$ cat config.mk
export PLATFORM = sky130hd
export DESIGN_NAME = apb_pwm_capture
export DESIGN_NICKNAME = d
export VERILOG_FILES = /design/src/rtl/apb_pwm_capture.sv
export SDC_FILE = /design/constraint.sdc
export NUM_CORES = 1
export LEC_CHECK = 0
export ABC_AREA = 1
export ABC_CLOCK_PERIOD_IN_PS = 9500
export BUFFER_PORTS_ARGS = -buffer_cell sky130_fd_sc_hd__buf_2
export CORE_MARGIN = 5
export CORE_UTILIZATION = 45
export CTS_BUF_LIST = sky130_fd_sc_hd__clkbuf_16
export DETAILED_ROUTE_END_ITERATION = 7
export SYNTH_ARGS = -nofsm -noshare
export SYNTH_HDL_FRONTEND = slang
export SYNTH_SLANG_ARGS = --single-unit
export TNS_END_PERCENT = 30
$ cat constraint.sdc
create_clock -name pclk -period 9.5 [get_ports pclk]
set_input_delay 0.475 -clock pclk [delete_from_list [all_inputs] [get_ports pclk]]
set_output_delay 0.475 -clock pclk [all_outputs]
set_load 0.02 [all_outputs]
$ cat src/rtl/apb_pwm_capture.sv
// apb_pwm_capture: APB slave that measures the period and active time of an
// external PWM waveform in pclk cycles, with W1C status and a level interrupt.
//
// APB handshake: a transfer is accepted in its setup cycle (psel & !penable).
// In that cycle a write updates its register, or a read loads prdata, and
// pready is registered high. pready is therefore high in the access cycle,
// completing every transfer with zero wait states. It then drops back to 0.
// prdata holds its value between reads.
module apb_pwm_capture (
  input  logic        pclk,
  input  logic        preset,
  input  logic        psel,
  input  logic        penable,
  input  logic [7:0]  paddr,
  input  logic        pwrite,
  input  logic [31:0] pwdata,
  input  logic [3:0]  pstrb,
  input  logic [2:0]  pprot,
  output logic [31:0] prdata,
  output logic        pready,
  input  logic        pwm_in,
  output logic        irq
);

  localparam logic [7:0] ADDR_CTRL    = 8'h00;
  localparam logic [7:0] ADDR_STATUS  = 8'h04;
  localparam logic [7:0] ADDR_PERIOD  = 8'h08;
  localparam logic [7:0] ADDR_HIGH    = 8'h0C;
  localparam logic [7:0] ADDR_TIMEOUT = 8'h10;

  typedef enum logic [1:0] {
    IDLE = 2'd0,
    ARM  = 2'd1,
    MEAS = 2'd2
  } state_t;

  state_t      state;
  logic        ctrl_en;
  logic        ctrl_inv;
  logic        ctrl_irq_en;
  logic        st_valid;
  logic        st_missed;
  logic        st_stall;
  logic [31:0] period_q;
  logic [31:0] high_q;
  logic [31:0] timeout_q;
  logic [31:0] cnt;
  logic [31:0] hcnt;
  logic        s1;
  logic        s2;
  logic        s;
  logic        p;
  logic        rise;
  logic        setup;
  logic        wr_setup;
  logic [2:0]  w1c;
  logic [31:0] rdata;
  logic        timed_out;
  logic        unused_apb;

  // Byte strobes and protection are not used: every write is a full word.
  assign unused_apb = ^{pstrb, pprot};

  assign setup    = psel & ~penable;
  assign wr_setup = setup & pwrite;
  assign w1c      = (wr_setup && paddr == ADDR_STATUS) ? pwdata[2:0] : 3'b000;
  assign rise     = s & ~p;

  // Timeout of 0 disables the compare; the all-ones check is a hard stop so
  // the counters can never wrap.
  assign timed_out = ((timeout_q != 32'd0) && (cnt == timeout_q)) ||
                     (cnt == 32'hFFFF_FFFF);

  // Read data selection; unmapped addresses read as zero.
  always_comb begin
    rdata = 32'd0;
    case (paddr)
      ADDR_CTRL:    rdata = {29'd0, ctrl_irq_en, ctrl_inv, ctrl_en};
      ADDR_STATUS:  rdata = {29'd0, st_stall, st_missed, st_valid};
      ADDR_PERIOD:  rdata = period_q;
      ADDR_HIGH:    rdata = high_q;
      ADDR_TIMEOUT: rdata = timeout_q;
      default:      rdata = 32'd0;
    endcase
  end

  // APB register writes, read data capture and pready generation.
  always_ff @(posedge pclk or posedge preset) begin
    if (preset) begin
      ctrl_en     <= 1'b0;
      ctrl_inv    <= 1'b0;
      ctrl_irq_en <= 1'b0;
      timeout_q   <= 32'd0;
      prdata      <= 32'd0;
      pready      <= 1'b0;
    end else begin
      pready <= setup;
      if (setup) begin
        if (pwrite) begin
          if (paddr == ADDR_CTRL) begin
            ctrl_en     <= pwdata[0];
            ctrl_inv    <= pwdata[1];
            ctrl_irq_en <= pwdata[2];
          end else if (paddr == ADDR_TIMEOUT) begin
            timeout_q <= pwdata;
          end
        end else begin
          prdata <= rdata;
        end
      end
    end
  end

  // Input path: two-flop synchroniser, registered optional inversion, and the
  // delayed copy used for rising-edge detection.
  always_ff @(posedge pclk or posedge preset) begin
    if (preset) begin
      s1 <= 1'b0;
      s2 <= 1'b0;
      s  <= 1'b0;
      p  <= 1'b0;
    end else begin
      s1 <= pwm_in;
      s2 <= s1;
      s  <= s2 ^ ctrl_inv;
      p  <= s;
    end
  end

  // Measurement FSM with capture registers and STATUS. A hardware set in the
  // same cycle as a W1C of that bit wins, because the set is assigned last.
  always_ff @(posedge pclk or posedge preset) begin
    if (preset) begin
      state     <= IDLE;
      cnt       <= 32'd0;
      hcnt      <= 32'd0;
      period_q  <= 32'd0;
      high_q    <= 32'd0;
      st_valid  <= 1'b0;
      st_missed <= 1'b0;
      st_stall  <= 1'b0;
    end else begin
      st_valid  <= st_valid  & ~w1c[0];
      st_missed <= st_missed & ~w1c[1];
      st_stall  <= st_stall  & ~w1c[2];
      if (!ctrl_en) begin
        state <= IDLE;
        cnt   <= 32'd0;
        hcnt  <= 32'd0;
      end else begin
        case (state)
          IDLE: begin
            state <= ARM;
          end
          ARM: begin
            if (rise) begin
              cnt   <= 32'd1;
              hcnt  <= 32'd1;
              state <= MEAS;
            end
          end
          MEAS: begin
            if (rise) begin
              period_q  <= cnt;
              high_q    <= hcnt;
              st_valid  <= 1'b1;
              st_missed <= (st_missed & ~w1c[1]) | st_valid;
              cnt       <= 32'd1;
              hcnt      <= 32'd1;
            end else if (timed_out) begin
              st_stall <= 1'b1;
              state    <= ARM;
            end else begin
              cnt  <= cnt + 32'd1;
              hcnt <= hcnt + {31'd0, s};
            end
          end
          default: begin
            state <= IDLE;
          end
        endcase
      end
    end
  end

  // Registered level interrupt.
  always_ff @(posedge pclk or posedge preset) begin
    if (preset) begin
      irq <= 1'b0;
    end else begin
      irq <= ctrl_irq_en & (st_valid | st_stall);
    end
  end

endmodule

==> impl_metrics.ini <==
[route]
drt_iter0_markers = 858
dr.pass1.iters = 6
wl_per_cell_microns = 17.2
drc = 0
vias = 10000
vias_per_cell = 5.20
drt_wl_total_mm = 33.2
antenna_left = 0

[placement]
preCtsSetupSlack_ns = 6.66
routabilityCongestion = 0.897
dp_hpwl_mm = 23.4
post_dp_cell_area_sq_um = 12200
io_buffers = 79

[worst_setup_path]
critPathLaunchType = flop
crit_chain = xnor2_1 > nand2_1 > nor2_1 > nand2_1 > nor2_1 > nand3_1 > nand2_1 > nand2_4 > nand2_4 > nand2_1 > nand2_1
slowest_stage = nand2_4
worstSetupPathType = reg -> reg
cp_num_buf_inv = 0
critPathTopFamily = simple AND/OR/NAND/NOR gates
crit_path_end_kind = flop
critPathMostFrequentCell = nand2_1
required_ns = 9.95
cp_slowest_stage_delay_ns = 0.69
arrival_ns = 3.34
cp_max_fo = 64

[cts]
cts_hold_buffers = 0
cts_tree = yes
clk_latency_ns = 0.52
htreeDepth = 1
post_cts_buffers = 0
clk_path_buf_depth = 3
root_buffer = clkbuf_16
post_cts_resized = 0
cts_buffers = 25
clkSinkCount = 206
cts.clk_slew.worst_paths_ns = 0.06

[yosys]
synth_seq_area_share_pct = 44.1
synth-seq-cells = 206
syn_area_sq_um = 11700
synth_top_flop_cell = dfrtp_1
synth-edff-count = 0
ys_warn_count = 0
synth_area_per_cell_sq_um = 7.60
synth_async_sr_flop_share_pct = 100
synth_nets = 1593
syn_inst = 1537
synth_cell_type_count = 40

[floorplan]
dieHeight_microns = 171
start_util_pct = 45.2
ios = 87
fp.coreArea_sq_um = 25800
dieArea_sq_um = 29300
rows = 59
die_w_microns = 171

[grt]
grt_overflow_total = 0
antenna_found_initial = 0
grtUsageTotal_pct = 22.9
grt_pass1_vias = 9679
grt_pass1_wl_mm = 53.3
grt_start_max_net_pins = 74

[finish]
drive_gt1_share_pct = 13.7
post-route-util_pct = 50.1
n_antenna_cell = 0
multi_input_area_sq_um = 5450
fillers = 2643
final_area_sq_um = 12900
nets = 1634
area_growth_pct = 10.8
seqCellArea_sq_um = 5150

[sta]
rsz0062_at_grt = false
fin_crit_ns = 2.88
period_share_pct = 30.4
drv_slew = 0
timing.setup.tns_ns = 0
relSlewSlack_pct = 14.2
hold_slack_ns = 0.0206
tightest_slew_ns = 1.28
hold_viol_final = 0
fmax_mhz = 347
setup_viol = 0
setup_ws_ns = 6.62
skew_ns = 0.00679

[outcome]
outcome = finished, final reports clean

[power]
ir_drop_v = 0.0000956
p_per_area_nw_per_um2 = 145
power_leakage_uw = 0.00593

[run]
maxCapViolCount = 0

[min_path]
hp-class = in -> async
placed cells by master (no fill, tap or decap), types with 2 or more instances in the layout:
master,synthesis,final
nand2_1,513,513
dfrtp_1,206,206
inv_1,162,164
nor2_1,154,152
buf_2,33,79
o21ai_0,77,77
nand3_1,50,50
nand3_2,50,50
nor3_1,49,49
o221ai_1,29,29
xor2_1,28,28
xnor2_1,27,27
clkbuf_16,0,25
nand4_1,21,21
a21oi_1,21,21
mux2_1,13,13
inv_2,12,12
buf_4,6,11
nor3_2,8,8
nand2_2,7,6
clkinv_1,1,6
mux2_2,6,6
o22ai_1,5,5
nor2_4,3,4
clkinv_2,0,4
nor2_2,2,3
a31oi_1,3,3
ha_1,3,3
bufinv_16,0,3
nand2_4,1,2
or2_1,2,2
clkinvlp_4,0,2
synth_stat cells, types with 2 or more instances:
library cell  count  share of area (%)
nand2_1         513                 16
dfrtp_1         206                 44
inv_1           162                5.2
nor2_1          154                4.9
o21ai_0          77                3.3
nand3_1          50                2.1
nand3_2          50                4.3
nor3_1           49                2.1
buf_2            33                1.4
clkbuf_1         30               0.96
o221ai_1         29                2.2
xor2_1           28                2.1
xnor2_1          27                2.0
a21oi_1          21               0.90
nand4_1          21                1.1
mux2_1           13                1.3
inv_2            12               0.39
nor3_2            8               0.69
nand2_2           7               0.37
buf_4             6               0.39
mux2_2            6               0.58
buf_12            5               0.86
o22ai_1           5               0.27
a31oi_1           3               0.16
ha_1              3               0.32
nor2_4            3               0.29
nor2_2            2               0.11
or2_1             2               0.11
kinds of logic (layout without fill, tap and decap cells):
family	count (synthesis)	after routing	share of synthesized area, %
compound gates	139	139	7.18
xor+xnor	55	55	4.12
fa+ha+maj	3	3	0.321
buf+inv	251	307	9.37
flops	206	206	44.1
mux	19	19	1.83
simple gates	864	864	33.0
final cells by class:
cell class | count | share of cell area, %
clock buffers | 25 | 4.83
inverters | 175 | 5.13
multi-input cells | 1080 | 42.1
repair buffers | 90 | 3.69
flip-flops and latches | 206 | 39.8
well taps | 335 | 3.24
clock inverters | 17 | 1.20
routing by layer:
metal / up-vias / track usage (%) / routed length (microns)
met5: - / 0 / 0
met4: 0 / 5.58 / 686
met3: 50 / 3.19 / 1570
met2: 238 / 37.0 / 15500
met1: 4796 / 32.9 / 15500
li1: 4939 / - / -
final timing paths:
| check | slack (ns) | depth (start not counted) | start | end |
|---|---|---|---|---|
| setup / recovery | 6.62 | 11 | cnt[18] | hcnt[12] |
| hold / removal | 0.02 | 2 | preset | high_q[1] |
| setup reg to reg | 6.62 | 11 | cnt[18] | hcnt[12] |
| hold reg to reg | 0.35 | 0 | s1 | s2 |
| max in group asynchronous | 8.18 | 3 | preset | cnt[17] |
| min in group pclk | 0.06 | 1 | pwm_in | s1 |
through the flow:
| step | power [uW] | instances |
|---|---|---|
| 5_1_grt | 1940 | 1928 |
| 6_report | 1880 | 1928 |
| 3_3_place_gp | 965 | 1886 |
| 2_1_floorplan | 939 | 1537 |
| 3_5_place_dp | 966 | 1886 |
| 4_1_cts | 1900 | 1928 |
where the power goes:
part | total, uW | internal [uW] | switching [uW]
Sequential | 889 | 884 | 5.71
Combinational | 58.6 | 17.0 | 41.7
Clock | 929 | 555 | 375
worst reg2reg max path: stages (launching register included):
cell     delay, ns
dfrtp_1       0.49
xnor2_1       0.43
nand2_1       0.09
nor2_1        0.13
nand2_1       0.06
nor2_1        0.08
nand3_1       0.10
nand2_1       0.16
nand2_4       0.32
nand2_4       0.69
nand2_1       0.17
nand2_1       0.10
registers in the layout (all words and copies together), names as in the netlist, 2 cells and up:
register,flops
period_q,32
timeout_q,32
high_q,32
cnt,32
state,2
hcnt,32
prdata,32
No activity file was read; power rests on OpenSTA's default activity.
